<file path="src/rtl/seg7_monitor.sv">
// seg7_monitor: glitch-filtering decoder for an active-low HEX segment bus with digit history.
// Define SEG7_MON_MATCH_EN to build the history-vs-EXPECT_ID comparator driving match.
module seg7_monitor #(
    parameter int          STABLE_CYCLES = 4,
    parameter int          ID_LEN        = 8,
    parameter logic [31:0] EXPECT_ID     = 32'h0123_4567
) (
    input  logic        clk_50M,
    input  logic        reset,
    input  logic        clr,
    input  logic [6:0]  seg_in,
    output logic [3:0]  digit,
    output logic        digit_valid,
    output logic        bad_pat,
    output logic        err,
    output logic [31:0] history,
    output logic [3:0]  dig_cnt,
    output logic        match
);
    localparam logic [7:0]  SC   = 8'(STABLE_CYCLES);
    localparam logic [31:0] MASK = 32'hFFFF_FFFF >> (32 - 4 * ID_LEN);
    logic [6:0] seg_q, last_acc;
    logic [7:0] stab;
    logic [3:0] dec;
    logic       glyph, blank, accept;
    always_comb begin
        glyph = 1'b1;
        dec   = 4'h0;
        case (seg_q)
            7'h40: dec = 4'h0;
            7'h79: dec = 4'h1;
            7'h24: dec = 4'h2;
            7'h30: dec = 4'h3;
            7'h19: dec = 4'h4;
            7'h12: dec = 4'h5;
            7'h02: dec = 4'h6;
            7'h78: dec = 4'h7;
            7'h00: dec = 4'h8;
            7'h10: dec = 4'h9;
            7'h08: dec = 4'hA;
            7'h03: dec = 4'hB;
            7'h46: dec = 4'hC;
            7'h21: dec = 4'hD;
            7'h06: dec = 4'hE;
            7'h0E: dec = 4'hF;
            default: glyph = 1'b0;
        endcase
    end
    assign blank  = seg_q == 7'h7F;
    // Fires once per qualified run; last_acc blocks re-acceptance of a held pattern
    assign accept = seg_in == seg_q && stab == SC - 8'd1 && seg_q != last_acc;
    always_ff @(posedge clk_50M) begin
        if (!reset) begin
            seg_q       <= 7'h7F;
            stab        <= 8'd0;
            last_acc    <= 7'h7F;
            digit       <= 4'h0;
            digit_valid <= 1'b0;
            bad_pat     <= 1'b0;
            err         <= 1'b0;
            history     <= 32'h0;
            dig_cnt     <= 4'h0;
        end else begin
            seg_q       <= seg_in;
            stab        <= seg_in != seg_q ? 8'd0 : stab == SC ? stab : stab + 8'd1;
            digit_valid <= accept && glyph;
            bad_pat     <= accept && !glyph && !blank;
            if (accept) last_acc <= seg_q;
            if (accept && glyph) digit <= dec;
            if (clr) begin
                history <= 32'h0;
                dig_cnt <= 4'h0;
                err     <= 1'b0;
            end else begin
                if (accept && glyph) begin
                    history <= {history[27:0], dec} & MASK;
                    dig_cnt <= dig_cnt + {3'd0, dig_cnt != 4'hF};
                end
                if (accept && !glyph && !blank) err <= 1'b1;
            end
        end
    end
`ifdef SEG7_MON_MATCH_EN
    localparam logic [3:0] ID4 = 4'(ID_LEN);
    always_ff @(posedge clk_50M) begin
        if (!reset || clr) match <= 1'b0;
        else match <= dig_cnt >= ID4 && (history & MASK) == (EXPECT_ID & MASK);
    end
`else
    assign match = 1'b0;
`endif
endmodule

</file>
<file path="config.mk">
export PLATFORM = sky130hd
export DESIGN_NAME = seg7_monitor
export DESIGN_NICKNAME = d
export VERILOG_FILES = /design/src/rtl/seg7_monitor.sv
export SDC_FILE = /design/constraint.sdc
export NUM_CORES = 1
export LEC_CHECK = 0
export ABC_AREA = 1
export BUFFER_PORTS_ARGS = -buffer_cell sky130_fd_sc_hd__buf_2
export CAP_MARGIN = 20
export CORE_MARGIN = 2
export CORE_UTILIZATION = 35
export CTS_BUF_LIST = sky130_fd_sc_hd__clkbuf_8 sky130_fd_sc_hd__clkbuf_16
export DETAILED_ROUTE_END_ITERATION = 7
export SETUP_SLACK_MARGIN = 0.15
export SKIP_CTS_REPAIR_TIMING = 1
export SLEW_MARGIN = 20
export SYNTH_ARGS = -nofsm -noshare
export SYNTH_HDL_FRONTEND = slang
export SYNTH_SLANG_ARGS = --single-unit
</file>
<file path="constraint.sdc">
create_clock -name clk_50M -period 1.85 [get_ports clk_50M]
set_input_delay 0 -clock clk_50M [delete_from_list [all_inputs] [get_ports clk_50M]]
set_output_delay 0 -clock clk_50M [all_outputs]
set_load 0.02 [all_outputs]
</file>
# After elaboration in Yosys (flattened, before gate mapping)
# Cells that the tools add are included.
totals:
  register_bits: 65
  wordCells: 47
classes:
  add_sub_neg: 2
  eq_ne: 22
  muxes: 2
  n_bitwise: 1
  reduce_logical: 11
op_table:
  columns: ["op", "count"]
  rows:
  - ["$pmux 4 s15", 1]
  - ["$eq 7x7->1 const B", 5]
  - ["$eq 7x5->1 const B", 3]
  - ["$eq 7x6->1 const B", 3]
  - ["$reduce_or 16->1", 1]
  - ["$eq 7x2->1 const B", 2]
  - ["$eq 7x4->1 const B", 2]
  - ["$ne 7x7->1", 2]
  - ["$add 8x1->8 const B", 1]
  - ["$eq 8x2->1 const B", 1]
  - ["$eq 8x3->1 const B", 1]
  - ["$eq 7x3->1 const B", 1]
  - ["$eq 7x7->1", 1]
  - ["$logic_not 7->1", 1]
  - ["$logic_and 1x1->1", 5]
  - ["$add 4x1->4", 1]
  - ["$ne 4x4->1 const B", 1]
  - ["$reduce_or 2->1", 2]
  - ["$logic_not 1->1", 2]
  - ["$mux 1", 1]
  - ["$not 1->1", 1]

# Depth between registers and ports, before layout
# Gate-level depths: netlist (run 1).
logic_depth:
  word_depth: 6
  ltp_mapped: 13
  ltp_nobuf: 11

# Worst setup path before layout (run 1)
# No wires, ideal clock.
synth_timing:
  path_type: "reg2reg"
  start: "register stab[0]"
  end: "register history[13]"
  setup_ps: 70
  arrival_time_ps: 1491
  t_required_ps: 1780
  setup_slack_ps: 288
  stages_incl_launch_ff: 10
  n_path_buf: 2
  synth_period_minus_slack_ps: 1562
  cell_sequence: "dfxtp_1 -> ha_1 -> nand3_1 -> nor2_1 -> nand3_1 -> nor2_2 -> buf_6 -> buf_6 -> nand3_1 -> a21oi_1"
synth_via:
  elab_chain_len: 4
synth_rtl:
  columns: ["item", "line", "text"]
  rows:
  - ["start: declaration", "23", "logic [7:0] stab;"]
  - ["start signal: assignment", "65", "stab <= seg_in != seg_q ? 8'd0 : stab == SC ? stab : stab + 8'd1;"]
  - ["$eq 8x2->1", "51", "assign accept = seg_in == seg_q && stab == SC - 8'd1 && seg_q != last_acc;"]
  - ["$logic_and 1x1->1 (2 in a row)", "51", null]
  - ["$logic_and 1x1->1", "75", "if (accept && glyph) begin"]
  - ["end signal: assignment", "76", "history <= {history[27:0], dec} & MASK;"]
  - ["end: declaration", "16", "output logic [31:0] history,"]
# No other way between the ends.
# A chain may end at the register's enable or synchronous reset.

# Worst setup path after layout (run 1)
layout_timing:
  start: "register seg_q[6]"
  end: "register history[11]"
layout_via:
  elab_chain_len: 4
layout_rtl:
  columns: ["item", "line", "text"]
  rows:
  - ["start: declaration", "22", "logic [6:0] seg_q, last_acc;"]
  - ["start signal: assignment", "64", "seg_q <= seg_in;"]
  - ["$eq 7x4->1, or another cell as far along", "29", "case (seg_q)"]
  - ["$reduce_or 16->1 (no source line) or $logic_and 1x1->1 (tied branches)", null, null]
  - ["$mux 1 or $logic_and 1x1->1 (tied branches)", "29, 51", null]
  - ["$logic_and 1x1->1 *", "75", null]
# Mark *: on every way between the ends. The rest lies on a longest branch, timed or not.

==> metrics.log, run 1 <==
[metrics] maximum root-to-sink buffer count: 2
[metrics] largest net degree at the start of global routing: 38
[metrics] unrepaired setup endpoints after global routing: yes
[metrics] Slew Viols, Final: 0
[metrics] TNS Setup: 0 ns
[metrics] register-to-register path setup slack: just over 0.09 ns
[metrics] Via density: 5.05
[metrics] number of vias after detailed routing: 3115
[metrics] global-route wire length before repair: around 13000 um
[metrics] Total Routed Length: around 8600 um
[metrics] worst reg-to-reg path cell count: 11
[metrics] number of maximum-capacitance violations: 0
[metrics] Startpoint Class: flip-flop
[metrics] most used flip-flop cell after synthesis: sky130_fd_sc_hd__dfxtp_1
[metrics] fraction of layout cells with a size suffix above 1: 0.404
[metrics] total of warnings raised by yosys: 0
[metrics] Total Die Area: 0.00941 mm^2
[metrics] area fraction of the dominant cell type after synthesis: 0.430
[metrics] residual antenna-violating net count after detailed routing: 0
[metrics] share of async-settable or async-resettable flops after synthesis: 0
[metrics] worst max-slew margin expressed relative to the limit: 0.664
[metrics] top cell type by total area after synthesis: sky130_fd_sc_hd__dfxtp_1
[metrics] unique cell type count in the Yosys netlist: 28
[metrics] buffer cell driving the clock tree root: sky130_fd_sc_hd__clkbuf_8
[metrics] worst reg2reg startpoint: seg_q[6]
[metrics] count of unresolved DRC violations after routing: 0
[metrics] diode insertion count for antenna repair: 0
[metrics] antenna violations before repair: 0
[metrics] number of nets produced by synthesis: 436
[metrics] TritonCTS clock tree: built
[metrics] most area-consuming cells after synthesis: sky130_fd_sc_hd__dfxtp_1 (43%), sky130_fd_sc_hd__nand2_1 (14%), sky130_fd_sc_hd__nand3_1 (8.6%)
[metrics] vertical die dimension: 97.0 um
[metrics] slew at the pin with the worst max-slew slack: 0.504 ns
[metrics] Seq/Total Area, Yosys: 0.430
[metrics] total of fill cells in the finished design: ~760
[metrics] combined area of all synthesized cells: 0.00303 mm^2
[metrics] clock sink count: 65
[metrics] Final Skew: 0.0122 ns
[metrics] CP Class: reg2reg
[metrics] end of the worst register-to-register path: history[11]
[metrics] sort of element at the end of the critical path: flip-flop
[metrics] number of hold-slack violations in the final timing report: 0
[metrics] synth-to-layout area growth: 47.2%
[metrics] overflow left after global routing: 0
[metrics] library cell with the highest instance count after synthesis: sky130_fd_sc_hd__nand2_1
[metrics] highest clock rate: 568 MHz
[metrics] clock latency on the worst-skew pair: 0.35 ns
[metrics] P per Cell Area: around 650 mW/mm^2
[metrics] initial cell density of the core: 0.365
[metrics] Sequential Area: roughly 0.0013 mm^2
[metrics] number of flops mapped to enable cells by yosys: 0
[metrics] vias in the first global route: 2690
[metrics] area inside the core boundary: roughly 0.0083 mm^2
[metrics] I/O pin cnt: 54
[metrics] violation count after the first detailed-route iteration: 270
[metrics] syn avg cell area: 7.17 um^2
[metrics] status: complete, no violations
[metrics] top post-synthesis cells by count: sky130_fd_sc_hd__nand2_1 (111), sky130_fd_sc_hd__dfxtp_1 (65), sky130_fd_sc_hd__nand3_1 (52)
[metrics] clock period minus final worst setup slack: approximately 1.8 ns
[metrics] depth of the CTS H-tree: 3
[metrics] IR Drop Worst-Case VDD: 0.339 mV
[metrics] die span in x: 97.0 um
[metrics] number of iterations in the first detailed-routing pass: 5
[metrics] area taken by multi-input logic gates: 0.00182 mm^2
[metrics] Hold Crit Endpoint: dig_cnt[3]
[metrics] Worst EP arrival: 2.05 ns
[metrics] number of endpoints failing setup at the final stage: 0
[metrics] clock buffers created by TritonCTS: 9
[metrics] start point of the worst hold path: clr
[metrics] synthesis-stage register bit count: 65
[metrics] path class of the lowest-slack min-delay path: in2reg
[metrics] Final Cycle Share: 0.951
[metrics] Lkg Pwr: 1.87 nW
[metrics] Mapped Cells: about 420
[metrics] Core Util, Final: 0.537
[metrics] input/output buffers: 52
[metrics] critical path data required time: 2.14 ns
[metrics] global-route usage over all layers: 0.166
[metrics] biggest fanout along the worst timing path: 8
[metrics] number of placement rows: 33
[metrics] hold depth: 5
[metrics] DR WL/cell: 13.9 um
[metrics] DP HPWL: 5280 um
[metrics] number of nets in the layout: 521
[metrics] CTS clock-pin slew for the worst setup and hold paths: 0.08 ns
[metrics] final RePlAce weighted congestion: 0.924
## flip-flops by register name, summed over array words and instances (netlist names)
| signal | flops |
|---|---|
| bad_pat | 1 |
| dig_cnt | 4 |
| digit | 4 |
| digit_valid | 1 |
| err | 1 |
| history | 32 |
| last_acc | 7 |
| seg_q | 7 |
| stab | 8 |
## through the flow
stage               worst slack, ns  instances  power (mW)  hold WS, ns  cell area [um^2]
floorplan                     0.288        422        1.55       0.0964              3030
global placement             0.0148        574        1.59        0.197              3500
detailed placement          0.00528        574        1.59        0.207              3500
CTS                         -0.0158        590        2.82       -0.161              3700
global route               -0.00365        617        2.99        0.344              4460
finish                       0.0909        617        2.88        0.309              4460
## worst max-delay path: stages (launching register included)
cell                        delay (ns)
sky130_fd_sc_hd__dfxtp_4          0.37
sky130_fd_sc_hd__buf_6            0.13
sky130_fd_sc_hd__nand3_2          0.08
sky130_fd_sc_hd__nor2_1           0.06
sky130_fd_sc_hd__nor2_1           0.17
sky130_fd_sc_hd__nand2_1          0.12
sky130_fd_sc_hd__nor2_4           0.15
sky130_fd_sc_hd__nand2_4          0.11
sky130_fd_sc_hd__nand2_8          0.15
sky130_fd_sc_hd__clkbuf_16        0.19
sky130_fd_sc_hd__nand2_4          0.05
sky130_fd_sc_hd__a21oi_2          0.12
## worst max-delay path by stage
stage / start / to
6_report: seg_q[6] / history[11]
5_1_grt: seg_q[2] / last_acc[2]
4_1_cts: seg_q[0] / history[25]
3_5_place_dp: seg_q[0] / history[25]
3_3_place_gp: seg_q[0] / history[30]
2_1_floorplan: stab[0] / history[13]
## layout make-up
cell class              instances  area share
inverters                      30      0.0286
flip-flops and latches         65       0.299
clock inverters                 7      0.0174
multi-input cells             303       0.409
well taps                     105      0.0295
clock buffers                   9      0.0278
repair buffers                 98       0.189
## per-layer routing
layer  track usage  share of wire  up-vias
met4        0.0672          0.018        0
met5             0              0        -
li1              -              -     1538
met3        0.0383          0.046       18
met1         0.213           0.44     1466
met2         0.268           0.50       93
## logic make-up (layout without fill, tap and decap cells)
group,after synthesis,after routing,share of synthesized area
other,1,1,0.00124
xor gates and xnor gates,14,14,0.0405
and+or+nand+nor,229,229,0.327
adders and majority gates,4,4,0.0165
DFF,65,65,0.430
buffers and inverters,54,144,0.0876
AOI/OAI and AO/OA,55,55,0.0976
## cell usage in the layout, fill, tap and decap left out, drive strengths merged
cell type and count:
a211oi 1, a21oi 45, and2 1, buf 84, bufinv 1, clkbuf 12
clkinv 3, clkinvlp 1, conb 1, dfxtp 65, dlygate4sd3 11, ha 4
inv 32, nand2 113, nand3 53, nand3b 1, nand4 4, nor2 47
nor3 3, nor3b 2, o211ai 7, o21ai 2, or2 5, xnor2 7
xor2 7
## power by group
part / total (mW) / internal [mW] / switching, mW
combinational: 0.216 / 0.0933 / 0.123
clock: 1.24 / 0.633 / 0.607
sequential: 1.42 / 1.40 / 0.0222
Note: power is estimated with default switching activity, not from simulation.
==> run 2: changes to the inputs <==
- clock period: 1.85 -> 2.2 ns (I/O delays scaled with it)
==> run 2 against run 1 <==
Net effect:
- via count down 8.5%
- clock power shrank 20%
- largest power group unchanged
- final area shrank 17%
- sequential share of layout area is 5.5 points higher
- global-route usage decreased by 0.81 points
- setup slack gained 0.25 ns
- routed wire length fell by 13%
- final cell count fell by 4.2%
- highest routed layer unchanged
==> metrics.log, run 2 (synthesized netlist as in run 1, its figures left out) <==
[metrics] status: complete, no violations (unchanged)
[metrics] total power of the final layout: 2.32 mW (was 2.88 mW)
[metrics] unrepaired setup endpoints after global routing: no (was yes)
[metrics] clock buffers created by TritonCTS: 9 (unchanged)
[metrics] area inside the core boundary: 0.00830 mm^2 (unchanged)
[metrics] Hold Crit Endpoint: history[1] (was dig_cnt[3])
[metrics] largest registers: history (32), stab (8) (unchanged)
[metrics] flip-flop count of the largest register, all copies and words added: 32 (unchanged)
[metrics] initial cell density of the core: 0.365 (unchanged)
[metrics] synth-to-layout area growth: 22.2% (was 47.2%)
[metrics] register-to-register path setup slack: 0.34 ns (was 0.09 ns)
[metrics] Final Cycle Share: 0.844 (was 0.951)
[metrics] critical path data required time: 2.47 ns (was 2.14 ns)
[metrics] Slew Viols, Final: 0 (unchanged)
[metrics] overflow left after global routing: 0 (unchanged)
[metrics] DR WL/cell: 12.6 um (was 13.9 um)
[metrics] I/O pin cnt: 54 (unchanged)
[metrics] final RePlAce weighted congestion: 0.994 (was 0.924)
[metrics] largest net degree at the start of global routing: 39 (was 38)
[metrics] worst reg-to-reg path cell count: 11 (unchanged)
[metrics] Total Routed Length: 7460 um (was 8570 um)
[metrics] biggest fanout along the worst timing path: 37 (was 8)
[metrics] TritonCTS clock tree: built (unchanged)
[metrics] Via density: 4.82 (was 5.05)
[metrics] clock sink count: 65 (unchanged)
[metrics] number of iterations in the first detailed-routing pass: 4 (was 5)
[metrics] clock period minus final worst setup slack: 1.86 ns (was 1.76 ns)
[metrics] most common cell after layout, fill and taps aside: sky130_fd_sc_hd__nand2_1 (unchanged)
[metrics] maximum root-to-sink buffer count: 2 (unchanged)
[metrics] residual antenna-violating net count after detailed routing: 0 (unchanged)
[metrics] highest clock rate: 539 MHz (was 568 MHz)
[metrics] vertical die dimension: 97.0 um (unchanged)
[metrics] Worst EP arrival: 2.12 ns (was 2.05 ns)
[metrics] P per Cell Area: 626 mW/mm^2 (was 646 mW/mm^2)
[metrics] count of unresolved DRC violations after routing: 0 (unchanged)
[metrics] global-route wire length before repair: 12200 um (was 12900 um)
[metrics] hold depth: 4 (was 5)
[metrics] Lkg Pwr: 1.62 nW (was 1.87 nW)
[metrics] die span in x: 97.0 um (unchanged)
[metrics] sort of element at the end of the critical path: flip-flop (unchanged)
[metrics] Final Skew: 0.00974 ns (was 0.0122 ns)
[metrics] number of maximum-capacitance violations: 0 (unchanged)
[metrics] CTS clock-pin slew for the worst setup and hold paths: 0.07 ns (was 0.08 ns)
[metrics] worst reg2reg startpoint: seg_q[4] (was seg_q[6])
[metrics] start point of the worst hold path: clr (unchanged)
[metrics] number of endpoints failing setup at the final stage: 0 (unchanged)
[metrics] worst max-slew margin expressed relative to the limit: 0.574 (was 0.664)
[metrics] IR Drop Worst-Case VDD: 0.353 mV (was 0.339 mV)
[metrics] vias in the first global route: 2636 (was 2690)
[metrics] fraction of layout cells with a size suffix above 1: 0.214 (was 0.404)
[metrics] DP HPWL: 5090 um (was 5280 um)
[metrics] commonest cells after routing, fill and taps aside: sky130_fd_sc_hd__nand2_1 (111), sky130_fd_sc_hd__dfxtp_1 (59), sky130_fd_sc_hd__nand3_1 (52), sky130_fd_sc_hd__buf_2 (52), sky130_fd_sc_hd__a21oi_1 (45) (was sky130_fd_sc_hd__nand2_1 (89), sky130_fd_sc_hd__dfxtp_1 (56), sky130_fd_sc_hd__buf_2 (52))
[metrics] Startpoint Class: flip-flop (unchanged)
[metrics] end of the worst register-to-register path: history[29] (was history[11])
[metrics] depth of the CTS H-tree: 3 (unchanged)
[metrics] slew at the pin with the worst max-slew slack: 0.638 ns (was 0.504 ns)
[metrics] input/output buffers: 52 (unchanged)
[metrics] largest register by flop count: history (unchanged)
[metrics] diode insertion count for antenna repair: 0 (unchanged)
[metrics] buffer cell driving the clock tree root: sky130_fd_sc_hd__clkbuf_8 (unchanged)
[metrics] number of nets in the layout: 495 (was 521)
[metrics] number of placement rows: 33 (unchanged)
[metrics] clock latency on the worst-skew pair: 0.35 ns (about the same)
[metrics] Total Die Area: 0.00941 mm^2 (unchanged)
[metrics] number of hold-slack violations in the final timing report: 0 (unchanged)
[metrics] post-route worst hold slack: 0.366 ns (was 0.309 ns)
[metrics] total of fill cells in the finished design: 869 (was 756)
[metrics] violation count after the first detailed-route iteration: 141 (was 270)
[metrics] path class of the lowest-slack min-delay path: in2reg (unchanged)
[metrics] number of vias after detailed routing: 2849 (was 3115)
[metrics] antenna violations before repair: 0 (unchanged)
[metrics] CP Class: reg2reg (unchanged)
[metrics] TNS Setup: 0 ns (unchanged)
[metrics] global-route usage over all layers: 0.158 (was 0.166)
[run 2: cell types whose count changed in the layout (fill, tap and decap cells not counted), sizes merged]
cell	previous run	this run
inv	32	29
clkinvlp	1	5
clkbuf	12	10
buf	84	59
[run 2: metrics by stage]
| step | area [um^2] | instances | setup slack (ns) | utilization |
|---|---|---|---|---|
| floorplan | 3030 | 422 | 0.638 | - |
| global placement | 3340 | 561 | 0.261 | 0.402 |
| detailed placement | 3340 | 561 | 0.231 | 0.402 |
| CTS | 3530 | 577 | 0.216 | 0.425 |
| global route | 3700 | 591 | 0.174 | 0.446 |
| finish | 3700 | 591 | 0.343 | 0.446 |
[run 2: per-layer routing]
layer,global-route usage,part of all wire
met1,0.196,0.46
met2,0.257,0.47
met4,0.0607,0.026
met3,0.0470,0.045
met5,0,0
[run 2: where the power goes]
| part | total [mW] | internal (mW) | switching, mW | leakage (nW) |
|---|---|---|---|---|
| Combinational | 0.118 | 0.0466 | 0.0710 | 1.00 |
| Clock | 0.998 | 0.520 | 0.479 | 0.0912 |
| Sequential | 1.20 | 1.18 | 0.0157 | 0.525 |
| Total | 2.32 | 1.75 | 0.565 | 1.62 |
[run 2: worst max-delay path: stages (launching register included)]
cell and delay [ns]:
sky130_fd_sc_hd__dfxtp_1 0.48, sky130_fd_sc_hd__inv_2 0.10, sky130_fd_sc_hd__nand3_2 0.13, sky130_fd_sc_hd__nor2_1 0.06, sky130_fd_sc_hd__nor2_1 0.14, sky130_fd_sc_hd__nand2_1 0.08
sky130_fd_sc_hd__nor2_2 0.18, sky130_fd_sc_hd__nand2_4 0.08, sky130_fd_sc_hd__nand2_2 0.12, sky130_fd_sc_hd__buf_12 0.20, sky130_fd_sc_hd__nand2_1 0.07, sky130_fd_sc_hd__a21oi_1 0.13
[run 2: worst max-delay path by stage]
stage	to	start	slack, ns
3_5_place_dp	last_acc[6]	seg_q[0]	0.23
4_1_cts	last_acc[6]	seg_q[0]	0.22
5_1_grt	history[24]	seg_q[4]	0.17
6_report	history[29]	seg_q[4]	0.34
3_3_place_gp	dig_cnt[1]	seg_q[5]	0.26
2_1_floorplan	history[13]	stab[0]	0.64
[run 2: final cells by class]
| type | instances | area, um^2 | share of cell area |
|---|---|---|---|
| timing repair buffer | 71 | 473 | 0.128 |
| clock inverter | 7 | 71.3 | 0.0193 |
| inverter | 30 | 116 | 0.0315 |
| sequential | 65 | 1310 | 0.354 |
| clock buffer | 9 | 124 | 0.0335 |
| timing repair inverter | 1 | 7.51 | 0.00203 |
| multi-input combinational | 303 | 1470 | 0.397 |
| tap | 105 | 131 | 0.0355 |
==> run 3: changes to the inputs <==
- clock period: 2.2 -> 1.9 ns (I/O delays scaled with it)
==> run 3 against run 2 <==
Net effect:
- sequential share of layout area down 5.8 points
- global-route usage up 0.38 points
- clock power is 29% higher
- register-to-register slack lost 0.17 ns
- count of clock-buffer cells in the layout unchanged
- clock skew fell by 0.0021 ns
- fmax rose by 7.5%
- first-iteration DRC count grew 29%
- setup slack worse by 0.17 ns
- sequential power is 16% higher
==> metrics.log, run 3 (synthesized netlist as in run 1, its figures left out) <==
[metrics] clock sink count: 65 (unchanged)
[metrics] vertical die dimension: 97.0 um (unchanged)
[metrics] commonest cells after routing, fill and taps aside: sky130_fd_sc_hd__nand2_1 (87), sky130_fd_sc_hd__dfxtp_1 (57), sky130_fd_sc_hd__buf_2 (52) (was sky130_fd_sc_hd__nand2_1 (111), sky130_fd_sc_hd__dfxtp_1 (59), sky130_fd_sc_hd__nand3_1 (52), sky130_fd_sc_hd__buf_2 (52), sky130_fd_sc_hd__a21oi_1 (45))
[metrics] TritonCTS clock tree: built (unchanged)
[metrics] status: complete, no violations (unchanged)
[metrics] synth-to-layout area growth: 48.0% (was 22.2%)
[metrics] DP HPWL: 5250 um (was 5090 um)
[metrics] Total Routed Length: 8870 um (was 7460 um)
[metrics] I/O pin cnt: 54 (unchanged)
[metrics] clock period minus final worst setup slack: 1.73 ns (was 1.86 ns)
[metrics] worst reg-to-reg path cell count: 11 (unchanged)
[metrics] CP Class: reg2reg (unchanged)
[metrics] start point of the worst hold path: clr (unchanged)
[metrics] count of unresolved DRC violations after routing: 0 (unchanged)
[metrics] total power of the final layout: 2.88 mW (was 2.32 mW)
[metrics] critical path's top delay family: simple AND/OR/NAND/NOR gates (unchanged)
[metrics] Final Cycle Share: 0.909 (was 0.844)
[metrics] number of maximum-capacitance violations: 0 (unchanged)
[metrics] largest register by flop count: history (unchanged)
[metrics] Via density: 4.99 (was 4.82)
[metrics] largest registers: history (32), stab (8) (unchanged)
[metrics] worst reg2reg startpoint: seg_q[2] (was seg_q[4])
[metrics] proportion of power drawn by combinational gates: 0.068 (was 0.051)
[metrics] Total Die Area: 0.00941 mm^2 (unchanged)
[metrics] global-route wire length before repair: 12500 um (was 12200 um)
[metrics] largest net degree at the start of global routing: 38 (was 39)
[metrics] final instance area: 0.00448 mm^2 (was 0.00370 mm^2)
[metrics] P per Cell Area: 642 mW/mm^2 (was 626 mW/mm^2)
[metrics] hold depth: 5 (was 4)
[metrics] clock share of power: 0.449 (was 0.431)
[metrics] clock buffers created by TritonCTS: 9 (unchanged)
[metrics] IR Drop Worst-Case VDD: 0.421 mV (was 0.353 mV)
[metrics] Post-DP Area: 0.00345 mm^2 (was 0.00334 mm^2)
[metrics] Startpoint Class: flip-flop (unchanged)
[metrics] CTS clock-pin slew for the worst setup and hold paths: 0.07 ns (about the same)
[metrics] depth of the CTS H-tree: 3 (unchanged)
[metrics] flip-flop count of the largest register, all copies and words added: 32 (unchanged)
[metrics] overflow left after global routing: 0 (unchanged)
[metrics] count of cell instances traversed by the critical path: 11 (unchanged)
[metrics] residual antenna-violating net count after detailed routing: 0 (unchanged)
[metrics] switching power of the nets: 688 uW (was 565 uW)
[metrics] Max stage delay on crit path: 0.41 ns (was 0.48 ns)
[metrics] sequential share of power: 0.483 (was 0.518)
[metrics] number of nets in the layout: 524 (was 495)
[metrics] Worst EP arrival: 1.95 ns (was 2.12 ns)
[metrics] Lkg Pwr: 1.94 nW (was 1.62 nW)
[metrics] input/output buffers: 52 (unchanged)
[metrics] total of fill cells in the finished design: 775 (was 869)
[metrics] biggest fanout along the worst timing path: 7 (was 37)
[metrics] area inside the core boundary: 0.00830 mm^2 (unchanged)
[metrics] global-route usage over all layers: 0.161 (was 0.158)
[metrics] Buf+Inv Stages, Crit Path: 4 (was 2)
[metrics] slowest stage cell, crit path: sky130_fd_sc_hd__dfxtp_4 (was sky130_fd_sc_hd__dfxtp_1)
[metrics] DR WL/cell: 14.3 um (was 12.6 um)
[metrics] antenna violations before repair: 0 (unchanged)
[metrics] internal power contribution: 2.19 mW (was 1.75 mW)
[metrics] final RePlAce weighted congestion: 0.898 (was 0.994)
[metrics] fraction of layout cells with a size suffix above 1: 0.379 (was 0.214)
[metrics] initial cell density of the core: 0.365 (unchanged)
[metrics] number of hold-slack violations in the final timing report: 0 (unchanged)
[metrics] unrepaired setup endpoints after global routing: yes (was no)
[metrics] critical path startpoint: seg_q[2] (was seg_q[4])
[metrics] Sequential Area: 0.00133 mm^2 (was 0.00131 mm^2)
[metrics] diode insertion count for antenna repair: 0 (unchanged)
[metrics] switching share of power: 0.239 (was 0.244)
[metrics] sort of element at the end of the critical path: flip-flop (unchanged)
[metrics] number of iterations in the first detailed-routing pass: 4 (unchanged)
[metrics] Slew Viols, Final: 0 (unchanged)
[metrics] number of placement rows: 33 (unchanged)
[metrics] clock latency on the worst-skew pair: 0.34 ns (was 0.35 ns)
[metrics] number of endpoints failing setup at the final stage: 0 (unchanged)
[metrics] violation count after the first detailed-route iteration: 182 (was 141)
[metrics] highest clock rate: 579 MHz (was 539 MHz)
[metrics] vias in the first global route: 2758 (was 2636)
[metrics] area taken by multi-input logic gates: 0.00175 mm^2 (was 0.00147 mm^2)
[metrics] buffer cell driving the clock tree root: sky130_fd_sc_hd__clkbuf_8 (unchanged)
[metrics] number of vias after detailed routing: 3091 (was 2849)
[metrics] chain of cells forming the critical path: xnor2_2 > nand2_1 > nor2_4 > nand3_2 > nor2_4 > buf_6 > buf_12 > inv_6 > clkbuf_16 > nand2_1 > o211ai_1 (was inv_2 > nand3_2 > nor2_1 > nor2_1 > nand2_1 > nor2_2 > nand2_4 > nand2_2 > buf_12 > nand2_1 > a21oi_1)
[metrics] maximum root-to-sink buffer count: 2 (unchanged)
[metrics] path class of the lowest-slack min-delay path: in2reg (unchanged)
[metrics] Final Skew: 0.00764 ns (was 0.00974 ns)
[metrics] critical path data required time: 2.12 ns (was 2.47 ns)
[metrics] die span in x: 97.0 um (unchanged)
[metrics] most common cell after layout, fill and taps aside: sky130_fd_sc_hd__nand2_1 (unchanged)
==> run 3: power groups by stage <==
stage | sequential [mW] | combinational [mW] | clock, mW
final | 1.39 | 0.196 | 1.29
after global routing | 1.39 | 0.213 | 1.37
after CTS | 1.38 | 0.131 | 1.33
after detailed placement | 1.42 | 0.131 | 0
after global placement | 1.41 | 0.132 | 0
after floorplan | 1.40 | 0.103 | 0
==> run 3: worst paths after layout <==
check	endpoint	slack (ns)
worst max-delay path	last_acc[6]	0.17
worst min-delay path	history[0]	0.12
worst max register to register	last_acc[6]	0.17
worst min register to register	err	0.46
==> run 3: metal layers <==
layer  routed length [um]  vias to the layer above  track usage
met5                    0                        -            0
met4                  168                        0       0.0563
met3                  329                       17       0.0419
met2                 4450                       68        0.276
met1                 3920                     1461        0.196
li1                     -                     1545            -
==> run 3: final cells by class <==
class,instances,share of cell area
Inverter,30,0.0291
Clock buffer,9,0.0277
Timing Repair Buffer,100,0.206
Sequential cell,65,0.296
Multi-Input combinational cell,304,0.391
Clock inverter,7,0.0212
Tap cell,105,0.0293
==> run 3: per-stage QoR <==
step           cells  TNS (ns)  hold WS, ns   util  setup slack (ns)
2_1_floorplan    422         0       0.0964      -             0.338
3_3_place_gp     569         0        0.202  0.415            0.0533
3_5_place_dp     569         0        0.213  0.415           0.00779
4_1_cts          585    -0.115       -0.155  0.442           -0.0320
5_1_grt          620         0        0.155  0.540            0.0419
6_report         620         0        0.123  0.540             0.173
==> run 3: worst register-to-register path, stage by stage, from the launching register on <==
cell and delay (ns):
sky130_fd_sc_hd__dfxtp_4 0.41, sky130_fd_sc_hd__xnor2_2 0.13, sky130_fd_sc_hd__nand2_1 0.11, sky130_fd_sc_hd__nor2_4 0.14
sky130_fd_sc_hd__nand3_2 0.09, sky130_fd_sc_hd__nor2_4 0.18, sky130_fd_sc_hd__buf_6 0.12, sky130_fd_sc_hd__buf_12 0.12
sky130_fd_sc_hd__inv_6 0.05, sky130_fd_sc_hd__clkbuf_16 0.14, sky130_fd_sc_hd__nand2_1 0.05, sky130_fd_sc_hd__o211ai_1 0.07
